==> src/rtl/seg7_scan_mux.sv <==
// Time-multiplexed common-anode 7-segment driver with frame-synchronous (tear-free) host updates.
// Optional build macro: LEADING_ZERO_BLANK_EN blanks zero digits above the most significant nonzero digit.
module seg7_scan_mux #(
    parameter int NUM_DIGITS  = 4,
    parameter int REFRESH_DIV = 100000,
    parameter int HEX_MODE    = 0
) (
    input  logic                    clk,
    input  logic                    rst,
    input  logic                    load,
    input  logic [4*NUM_DIGITS-1:0] digits_in,
    input  logic [NUM_DIGITS-1:0]   dp_in,
    output logic [NUM_DIGITS-1:0]   an,
    output logic [6:0]              seg,
    output logic                    dp,
    output logic                    frame_done,
    output logic                    update
);

    localparam int CNT_W = (REFRESH_DIV > 1) ? $clog2(REFRESH_DIV) : 1;
    localparam int IDX_W = (NUM_DIGITS > 1) ? $clog2(NUM_DIGITS) : 1;
    localparam logic [CNT_W-1:0] CNT_LAST = CNT_W'(REFRESH_DIV - 1);
    localparam logic [IDX_W-1:0] IDX_LAST = IDX_W'(NUM_DIGITS - 1);
    localparam logic [6:0]       SEG_BLANK = 7'h7F;

    logic [CNT_W-1:0]        cnt;
    logic [IDX_W-1:0]        idx;
    logic [4*NUM_DIGITS-1:0] active_digits;
    logic [NUM_DIGITS-1:0]   active_dp;
    logic [4*NUM_DIGITS-1:0] pending_digits;
    logic [NUM_DIGITS-1:0]   pending_dp;
    logic                    pend;

    logic                    tick;
    logic                    last_slot;
    logic                    boundary;
    logic [3:0]              cur_code;
    logic                    cur_dp;
    logic                    cur_blank;
    logic [NUM_DIGITS-1:0]   an_next;
    logic [6:0]              seg_next;

    // Active-low {g,f,e,d,c,b,a}; every code yields a defined pattern.
    function automatic logic [6:0] decode(input logic [3:0] code);
        logic [6:0] s;
        case (code)
            4'd0:    s = 7'b1000000;
            4'd1:    s = 7'b1111001;
            4'd2:    s = 7'b0100100;
            4'd3:    s = 7'b0110000;
            4'd4:    s = 7'b0011001;
            4'd5:    s = 7'b0010010;
            4'd6:    s = 7'b0000010;
            4'd7:    s = 7'b1111000;
            4'd8:    s = 7'b0000000;
            4'd9:    s = 7'b0010000;
            4'd10:   s = (HEX_MODE != 0) ? 7'b0001000 : SEG_BLANK;
            4'd11:   s = (HEX_MODE != 0) ? 7'b0000011 : SEG_BLANK;
            4'd12:   s = (HEX_MODE != 0) ? 7'b1000110 : SEG_BLANK;
            4'd13:   s = (HEX_MODE != 0) ? 7'b0100001 : SEG_BLANK;
            4'd14:   s = (HEX_MODE != 0) ? 7'b0000110 : SEG_BLANK;
            4'd15:   s = (HEX_MODE != 0) ? 7'b0001110 : SEG_BLANK;
            default: s = SEG_BLANK;
        endcase
        return s;
    endfunction

    assign tick      = (cnt == CNT_LAST);
    assign last_slot = (idx == IDX_LAST);
    assign boundary  = tick && last_slot;

    always_comb begin
        cur_code = 4'd0;
        cur_dp   = 1'b0;
        for (int i = 0; i < NUM_DIGITS; i++) begin
            if (idx == IDX_W'(i)) begin
                cur_code = active_digits[4*i +: 4];
                cur_dp   = active_dp[i];
            end
        end
    end

`ifdef LEADING_ZERO_BLANK_EN
    // A slot is blanked when it and every digit above it are zero; slot 0 always shows.
    logic [NUM_DIGITS-1:0] nz_at_or_above;
    always_comb begin
        logic seen;
        seen           = 1'b0;
        nz_at_or_above = '0;
        for (int i = NUM_DIGITS - 1; i >= 0; i--) begin
            seen              = seen | (|active_digits[4*i +: 4]);
            nz_at_or_above[i] = seen;
        end
        cur_blank = 1'b0;
        for (int i = 1; i < NUM_DIGITS; i++) begin
            if (idx == IDX_W'(i) && !nz_at_or_above[i]) begin
                cur_blank = 1'b1;
            end
        end
    end
`else
    assign cur_blank = 1'b0;
`endif

    // The first cycle of each slot is dead so the previous digit does not ghost.
    always_comb begin
        an_next = '1;
        if (cnt != '0) begin
            for (int i = 0; i < NUM_DIGITS; i++) begin
                an_next[i] = (idx != IDX_W'(i));
            end
        end
        seg_next = cur_blank ? SEG_BLANK : decode(cur_code);
    end

    always_ff @(posedge clk) begin
        if (rst) begin
            cnt <= '0;
            idx <= '0;
        end else begin
            cnt <= tick ? '0 : cnt + CNT_W'(1);
            if (tick) begin
                idx <= last_slot ? '0 : idx + IDX_W'(1);
            end
        end
    end

    // A load coinciding with the boundary bypasses staging and goes live immediately.
    always_ff @(posedge clk) begin
        if (rst) begin
            active_digits  <= '0;
            active_dp      <= '0;
            pending_digits <= '0;
            pending_dp     <= '0;
            pend           <= 1'b0;
            update         <= 1'b0;
            frame_done     <= 1'b0;
        end else begin
            frame_done <= boundary;
            update     <= 1'b0;
            if (boundary) begin
                if (load) begin
                    active_digits <= digits_in;
                    active_dp     <= dp_in;
                    pend          <= 1'b0;
                    update        <= 1'b1;
                end else if (pend) begin
                    active_digits <= pending_digits;
                    active_dp     <= pending_dp;
                    pend          <= 1'b0;
                    update        <= 1'b1;
                end
            end else if (load) begin
                pending_digits <= digits_in;
                pending_dp     <= dp_in;
                pend           <= 1'b1;
            end
        end
    end

    always_ff @(posedge clk) begin
        if (rst) begin
            an  <= '1;
            seg <= SEG_BLANK;
            dp  <= 1'b1;
        end else begin
            an  <= an_next;
            seg <= seg_next;
            dp  <= ~cur_dp;
        end
    end

endmodule

==> config.mk <==
export PLATFORM = sky130hd
export DESIGN_NAME = seg7_scan_mux
export DESIGN_NICKNAME = d
export VERILOG_FILES = /design/src/rtl/seg7_scan_mux.sv
export SDC_FILE = /design/constraint.sdc
export NUM_CORES = 1
export LEC_CHECK = 0
export CORE_UTILIZATION = 45
export DETAILED_ROUTE_END_ITERATION = 8
export GPL_ROUTABILITY_DRIVEN = 0
export PLACE_DENSITY_LB_ADDON = 0.3
export SLEW_MARGIN = 20
export SYNTH_ARGS = -nofsm -noshare
export SYNTH_HDL_FRONTEND = slang
export SYNTH_SLANG_ARGS = --single-unit
==> constraint.sdc <==
create_clock -name clk -period 2.85 [get_ports clk]
set_input_delay 0.285 -clock clk [delete_from_list [all_inputs] [get_ports clk]]
set_output_delay 0.285 -clock clk [all_outputs]
set_load 0.05 [all_outputs]
==> results of run 1 <==
-- cell families after synthesis --
| kind of cell | Yosys count |
|---|---|
| simple gates | 159 |
| flops | 74 |
| mux | 62 |
| compound gates | 39 |
| buf+inv | 35 |
| xor+xnor | 11 |
| fa+ha+maj | 7 |
-- worst max-delay path, delay by kind of cell, from the launching register on --
| kind | cells | cell delay [ns] |
|---|---|---|
| adder cells (fa/ha/maj) | 2 | 0.77 |
| AO/OA/AOI/OAI | 3 | 0.61 |
| buffers and inverters | 2 | 0.25 |
| multiplexers | 1 | 0.26 |
| flip-flops | 1 | 0.40 |
-- per-layer routing --
metal	track usage [%]	up-vias	part of all wire, %
met5	0	-	0
met4	7.10	0	1.5
met3	4.74	9	3.4
met2	29.0	30	46
met1	22.1	1214	49
li1	-	1400	-
-- final cells by class --
cell class	instances	area, sq um
fillers	653	3190
repair buffers	44	420
clock buffers	11	141
inverters	12	45.0
clock inverters	5	77.6
well taps	99	124
flip-flops and latches	74	1480
multi-input cells	278	1850
-- path summary, 6_finish.rpt --
kind                             startpoint                             end  slack (ns)
min          pending_digits[6]$_SDFFE_PP0P_  pending_digits[6]$_SDFFE_PP0P_        0.45
max                     idx[0]$_SDFFE_PP0N_               seg[6]$_SDFF_PP1_        0.48
max reg2reg             idx[0]$_SDFFE_PP0N_               seg[6]$_SDFF_PP1_        0.48
min reg2reg  pending_digits[6]$_SDFFE_PP0P_  pending_digits[6]$_SDFFE_PP0P_        0.45
-- power breakdown --
group / switching (mW) / internal (mW) / total, mW
Combinational: 0.0974 / 0.0910 / 0.188
Clock: 0.371 / 0.514 / 0.885
Sequential: 0.0140 / 1.06 / 1.08
Total: 0.482 / 1.67 / 2.15
-- cell usage after synthesis, drive strengths merged, types with 2 or more instances --
cell type	n	area (sq um)
nor3b	4	30.0
ha	7	87.6
a211oi	8	60.1
nor2b	2	12.5
nand4	3	18.8
xnor2	4	35.0
dfxtp	74	1480
buf	7	32.5
mux2i	40	400
a21oi	9	45.0
and2	2	12.5
or3	3	18.8
o31ai	3	22.5
nor4	3	25.0
nor2	18	67.6
xor2	7	61.3
a221oi	3	26.3
or4	5	45.0
clkbuf	16	60.1
and4	3	26.3
inv	12	45.0
and3	3	18.8
o21ai	9	48.8
mux2	22	248
nand2	95	357
nand3	7	35.0
nand3b	4	30.0
-- flip-flops by register name (all words and copies together), names as in the netlist --
signal          cells
pending_digits     16
active_digits      16
an                  4
cnt                17
pend                1
update              1
frame_done          1
seg                 7
dp                  1
active_dp           4
pending_dp          4
idx                 2
==> results_dict.tcl, run 1 <==
set metrics [dict create \
    period_share_pct 83.2 \
    fin_tns_setup_ns 0 \
    post_cts_resized 0 \
    cpMostUsedCell "ha_1" \
    vias 2653 \
    grt_pass1_vias 2585 \
    cellLeakagePower_nw 1.73 \
    port_buffers 36 \
    gr-usage-all-layers_pct 17.7 \
    crit_type "register to register" \
    hold_ws_ns 0.454 \
    netlist_instances 387 \
    clockBufferDepth 2 \
    r2r_cells 8 \
    cts_hold_buf 0 \
    hold_path.class "register to register" \
    maxCapViolCount 0 \
    clk_pin_slew_ns 0.07 \
    max_freq_mhz 422 \
    crit_path_max_incr_delay_ns 0.62 \
    worst_clock_skew_ns 0.00651 \
    cts_tree "yes" \
    dp_hpwl_um 4610 \
    ys_seq_elements 74 \
    hold_viol 0 \
    cts_setup_buffers 0 \
    routed_wl_um 6650 \
    dpl.cell_count 507 \
    synthDistinctLibCells 46 \
    core_area_sq_um 7330 \
    holdPathStages 2 \
    htreeDepth 3 \
    synth_ff_type "dfxtp_1" \
    viasPerCell 5.07 \
    required_ns 3.12 \
    setup_slack_ns 0.480 \
    slowest_stage "ha_1" \
    muxShareOfSynthArea_pct 18.7 \
    synth_fp_nets 417 \
    synth_compound_area_share_pct 7.55 \
    powerDensity_nw_per_um2 519 \
    place_ws_ns 0.520 \
    synth-edff-count 0 \
    path_cells "ha_1 > a211oi_1 > a221oi_1 > buf_4 > ha_1 > inv_1 > mux2_2 > o211ai_1" \
    row_count 31 \
    synth_area_sq_um 3460 \
    grt_pass1_wl_um 11600 \
    relSlewSlack_pct 53.7 \
    dpl_cell_area_sq_um 3920 \
    post-route-min-period_ns 2.37 \
    area_delta_synth_final_pct 19.5 \
    cts_root_buf "clkbuf_8" \
    fin_total_pwr_mw 2.15 \
    nNetsFinal 449 \
    initial_utilization_pct 47.2 \
    ir_drop_v 0.000304 \
    yosys.area_share.adder_pct 2.53 \
    dr.pass1.iters 4 \
    rsz0062_at_grt "false" \
    end_kind "register" \
    antennaDiodeCount 0 \
    async_flop_share_pct 0 \
    ys_seq_area_share_pct 42.8 \
    route.detailed.wl_per_inst_um 12.7 \
    cts_sinks 74 \
    status "finished clean" \
    ioPinCount 37 \
    cp-start-kind "register" \
    slew_violations 0 \
    synth_top_family_by_area "simple AND/OR/NAND/NOR gates" \
    syn_avg_cell_area_sq_um 8.95 \
    layout-drive-gt1-share_pct 12.3 \
    ys_warn_count 0 \
    most-common-layout-cells "nand2_1 (95), dfxtp_1 (74), mux2i_1 (40)" \
    crit_arrival_ns 2.64 \
    worstMarginPinSlew_ns 0.694 \
    insertion_delay_ns 0.34 \
    final-setup-viol-count 0 \
    antenna_found_initial 0 \
    die_x_um 89.7 \
    post-route-util_pct 56.5 \
    die_area_sq_um 8050 \
    cts_buffers 9 \
    grt_max_degree 50 \
    die_y_um 89.7 \
    initialDrtViolationCount 98 \
    ant_nets 0 \
    grt_remaining_overflow 0 \
    fin_cells 523 \
    synth-simple-area-share_pct 21.7 \
    fin_area_sq_um 4140 \
    drc_errors 0 \
    crit_fanout 21 \
    layout_commonest_cell "nand2_1" \
    synth_xor_area_share_pct 2.78 \
]
Power figures use the tool's default switching activity.
==> run 2: changes to the inputs <==
==> constraint.sdc (replaced) <==
create_clock -name clk -period 2.4 [get_ports clk]
set_input_delay 0.24 -clock clk [delete_from_list [all_inputs] [get_ports clk]]
set_output_delay 0.24 -clock clk [all_outputs]
set_load 0.05 [all_outputs]
==> run 2 against run 1 <==
- global-route usage about the same
- first-iteration DRC count shrank 4.1%
- combinational power increased by 22%
- final cell count up 0.57%
- largest power group unchanged
==> results_dict.tcl, run 2 (synthesized netlist as in run 1, its figures left out) <==
set metrics [dict create \
    status "finished clean" \
    drc_errors 0 \
    htreeDepth 3 \
    crit_path_max_incr_delay_ns 0.39 \
    crit_type "register to register" \
    top_usage_layer "met2" \
    antenna_found_initial 0 \
    post-route-min-period_ns 2.21 \
    top_register "cnt" \
    initialDrtViolationCount 94 \
    route.detailed.wl_per_inst_um 12.8 \
    cts_sinks 74 \
    antennaDiodeCount 0 \
    holdPathStages 2 \
    grt_use_met3_pct 3.81 \
    layout_commonest_cell "nand2_1" \
    hold_viol 0 \
    seq_area_sq_um 1480 \
    multi_input_area_sq_um 1850 \
    row_count 31 \
    crit_fanout 11 \
    dp_hpwl_um 4730 \
    max_freq_mhz 453 \
    viasPerCell 5.15 \
    worstMarginPinSlew_ns 0.502 \
    cts_tree "yes" \
    grt_pass1_vias 2585 \
    fin_tns_setup_ns 0 \
    clk_pin_slew_ns 0.07 \
    relSlewSlack_pct 66.5 \
    use_met1_pct 22.7 \
    cts_root_buf "clkbuf_8" \
    worst_clock_skew_ns 0.00959 \
    hold_ws_ns 0.459 \
    nFillCells 663 \
    fin_total_pwr_mw 2.47 \
    r2r_cells 6 \
    hold_path.class "register to register" \
    vias 2709 \
    core_area_sq_um 7330 \
    fin_area_sq_um 4170 \
    die_area_sq_um 8050 \
    cts_hold_buf 0 \
    cts_buffers 9 \
    dpl_cell_area_sq_um 3970 \
    routed_wl_um 6750 \
    required_ns 2.63 \
    post_cts_resized 0 \
    maxCapViolCount 0 \
    clockBufferDepth 2 \
    gr-usage-all-layers_pct 17.7 \
    use_met2_pct 28.6 \
    cts_setup_buffers 0 \
    cellLeakagePower_nw 1.74 \
    port_buffers 36 \
    grt_pass1_wl_um 11600 \
    top_regs "cnt: 17 flops, active_digits: 16 flops, pending_digits: 16 flops" \
    period_share_pct 91.9 \
    rsz0062_at_grt "false" \
    final-setup-viol-count 0 \
    area_delta_synth_final_pct 20.3 \
    insertion_delay_ns 0.34 \
    slew_violations 0 \
    slowest_stage "dfxtp_1" \
    crit_arrival_ns 2.43 \
    grt_remaining_overflow 0 \
    ir_drop_v 0.000307 \
    ant_nets 0 \
    ioPinCount 37 \
    largest_reg_flops 17 \
    die_x_um 89.7 \
    path_cells "inv_1 > ha_1 > a211oi_1 > a221o_1 > mux2_2 > o32a_1" \
    powerDensity_nw_per_um2 594 \
    die_y_um 89.7 \
    cp-start-kind "register" \
    initial_utilization_pct 47.2 \
    layout-drive-gt1-share_pct 12.4 \
    grt_max_degree 48 \
    most-common-layout-cells "nand2_1 (95), dfxtp_1 (74), mux2i_1 (40)" \
    nNetsFinal 452 \
    end_kind "register" \
    dr.pass1.iters 4 \
]
## run 2: cell types whose count changed in the layout (fill, tap and decap cells not counted), sizes merged
cell	before	now
clkinv	2	1
buf	8	11
clkinvlp	1	0
clkbuf	11	14
bufinv	2	1
## run 2: final timing paths
path                                                 startpoint                              end  slack, ns
worst min-delay path            pending_digits[11]$_SDFFE_PP0P_  pending_digits[11]$_SDFFE_PP0P_       0.46
worst max-delay path                        idx[0]$_SDFFE_PP0N_                seg[0]$_SDFF_PP1_       0.19
worst max register to register              idx[0]$_SDFFE_PP0N_                seg[0]$_SDFF_PP1_       0.19
worst min register to register  pending_digits[11]$_SDFFE_PP0P_  pending_digits[11]$_SDFFE_PP0P_       0.46
## run 2: final cells by class
class                           count  area share (%)
Multi-Input combinational cell    278            44.4
Sequential cell                    74            35.6
Timing Repair Buffer               47            11.2
Clock buffer                       14            3.90
Tap cell                           99            2.97
Inverter                           12            1.08
Clock inverter                      2           0.841
## run 2: where the power goes
| group | switching (mW) | internal, mW |
|---|---|---|
| clock | 0.430 | 0.537 |
| sequential | 0.0165 | 1.26 |
| combinational | 0.117 | 0.114 |
| total | 0.563 | 1.91 |
## run 2: critical path: cells and delay by family (launching register included)
kind / cells / cell delay, ns
flip-flops: 1 / 0.39
buffers and inverters: 1 / 0.08
adder cells (fa/ha/maj): 1 / 0.31
multiplexers: 1 / 0.36
AO/OA/AOI/OAI: 3 / 0.94
## run 2: per-stage QoR
stage	cells	worst slack, ns	util [%]
finish	526	0.195	56.8
global route	526	0.0619	56.8
CTS	526	0.189	56.8
detailed placement	510	0.201	54.1
global placement	510	0.310	54.1
floorplan	387	0.177	-
## run 2: layer usage
layer | share of wire [%] | vias up | wire length, um
met2 | 46 | 43 | 3110
met5 | 0 | - | 0
li1 | - | 1401 | -
met4 | 1.4 | 0 | 92
met1 | 50 | 1255 | 3350
met3 | 2.9 | 10 | 195
==> run 3: changes to the inputs <==
--- a/config.mk
+++ b/config.mk
@@ -8,7 +8,7 @@
 export CORE_UTILIZATION = 45
 export DETAILED_ROUTE_END_ITERATION = 8
 export GPL_ROUTABILITY_DRIVEN = 0
-export PLACE_DENSITY_LB_ADDON = 0.3
+export PLACE_DENSITY = 0.7
 export SLEW_MARGIN = 20
 export SYNTH_ARGS = -nofsm -noshare
 export SYNTH_HDL_FRONTEND = slang
==> run 3 against run 2 <==
- routed wire length is 1.2% higher
- sequential power hardly changed
- register-to-register slack better by 0.04 ns
- worst hold slack worse by 0.0012 ns
- die area stayed put
- first-iteration DRC count is 8.5% lower
- via count is 0.85% higher
- fmax is 1.8% higher
- largest cell class unchanged
==> results_dict.tcl, run 3 (synthesized netlist as in run 1, its figures left out) <==
set metrics [dict create \
    final-setup-viol-count 0 \
    cp-start-kind "register" \
    vias 2732 \
    crit_arrival_ns 2.40 \
    powerDensity_nw_per_um2 570 \
    area_delta_synth_final_pct 19.5 \
    max_freq_mhz 462 \
    htreeDepth 3 \
    most-common-layout-cells "nand2_1 (95), dfxtp_1 (74), mux2i_1 (40)" \
    fin_total_pwr_mw 2.36 \
    rsz0062_at_grt "false" \
    initialDrtViolationCount 86 \
    ioPinCount 37 \
    routed_wl_um 6830 \
    ant_nets 0 \
    cts_root_buf "clkbuf_8" \
    nFillCells 653 \
    slew_violations 0 \
    die_y_um 89.7 \
    relSlewSlack_pct 66.4 \
    top_regs "cnt: 17 flops, active_digits: 16 flops, pending_digits: 16 flops" \
    path_cells "inv_1 > ha_1 > a211oi_1 > a221o_1 > mux2_2 > o32a_1" \
    worstMarginPinSlew_ns 0.503 \
    cellLeakagePower_nw 1.74 \
    gr-usage-all-layers_pct 18.5 \
    route.detailed.wl_per_inst_um 13.0 \
    layout_commonest_cell "nand2_1" \
    post_cts_resized 0 \
    required_ns 2.63 \
    grt_remaining_overflow 0 \
    clockBufferDepth 2 \
    cts_sinks 74 \
    initial_utilization_pct 47.2 \
    drc_errors 0 \
    end_kind "register" \
    row_count 31 \
    dr.pass1.iters 4 \
    core_area_sq_um 7330 \
    grt_max_degree 50 \
    layout-drive-gt1-share_pct 12.6 \
    largest_reg_flops 17 \
    antennaDiodeCount 0 \
    insertion_delay_ns 0.35 \
    crit_fanout 11 \
    crit_path_max_incr_delay_ns 0.39 \
    fin_area_sq_um 4140 \
    dpl_cell_area_sq_um 3980 \
    period_share_pct 90.3 \
    viasPerCell 5.18 \
    cts_hold_buf 0 \
    nNetsFinal 453 \
    hold_path.class "register to register" \
    die_x_um 89.7 \
    maxCapViolCount 0 \
    post-route-util_pct 56.5 \
    antenna_found_initial 0 \
    dp_hpwl_um 4740 \
    hold_viol 0 \
    grt_pass1_vias 2770 \
    worst_clock_skew_ns 0.0123 \
    top_register "cnt" \
    port_buffers 36 \
    ir_drop_v 0.000269 \
    grt_pass1_wl_um 12200 \
    fin_tns_setup_ns 0 \
    post-route-min-period_ns 2.17 \
    crit_type "register to register" \
    slowest_stage "dfxtp_1" \
    clk_pin_slew_ns 0.08 \
    cts_tree "yes" \
    hold_ws_ns 0.458 \
    cts_buffers 9 \
    status "finished clean" \
    die_area_sq_um 8050 \
    cts_setup_buffers 0 \
]
run 3: cell types whose count changed in the layout (fill, tap and decap cells not counted), sizes merged:
| cell | change |
|---|---|
| buf | +1 |
| clkinv | +2 |
| clkbuf | -1 |
| bufinv | -1 |
run 3: worst max-delay path, delay by kind of cell, from the launching register on:
family                     cells  cell delay (ns)
adders and majority gates      1             0.31
AOI/OAI and AO/OA              3             0.92
DFF                            1             0.39
muxes                          1             0.36
buffers and inverters          1             0.08
run 3: area by class of cell:
class | instances | area [sq um] | share of cell area [%]
clock buffers | 13 | 149 | 3.60
multi-input cells | 278 | 1850 | 44.7
flip-flops and latches | 74 | 1480 | 35.8
repair buffers | 48 | 475 | 11.5
clock inverters | 3 | 15.0 | 0.363
inverters | 12 | 45.0 | 1.09
well taps | 99 | 124 | 2.99
run 3: worst paths after layout:
path	startpoint	endpoint	slack [ns]	cells past startpoint
max reg2reg	idx[0]$_SDFFE_PP0N_	seg[0]$_SDFF_PP1_	0.23	6
max	idx[0]$_SDFFE_PP0N_	seg[0]$_SDFF_PP1_	0.23	6
min	pending_digits[14]$_SDFFE_PP0P_	pending_digits[14]$_SDFFE_PP0P_	0.46	2
min reg2reg	pending_digits[14]$_SDFFE_PP0P_	pending_digits[14]$_SDFFE_PP0P_	0.46	2
run 3: metal layers:
metal	track usage (%)	part of all wire, %
met3	3.72	2.5
met4	8.20	1.8
met1	22.8	48
met5	0	0
met2	31.2	47
run 3: through the flow:
| step | worst slack, ns | cells |
|---|---|---|
| 6_report | 0.234 | 527 |
| 4_1_cts | 0.217 | 527 |
| 3_3_place_gp | 0.321 | 511 |
| 2_1_floorplan | 0.177 | 387 |
| 3_5_place_dp | 0.229 | 511 |
| 5_1_grt | 0.0548 | 527 |
run 3: power by group:
group | leakage [nW] | total [mW] | internal [mW] | switching, mW
sequential | 0.604 | 1.28 | 1.26 | 0.0163
combinational | 1.05 | 0.235 | 0.116 | 0.119
clock | 0.0872 | 0.850 | 0.400 | 0.450
total | 1.74 | 2.36 | 1.78 | 0.585
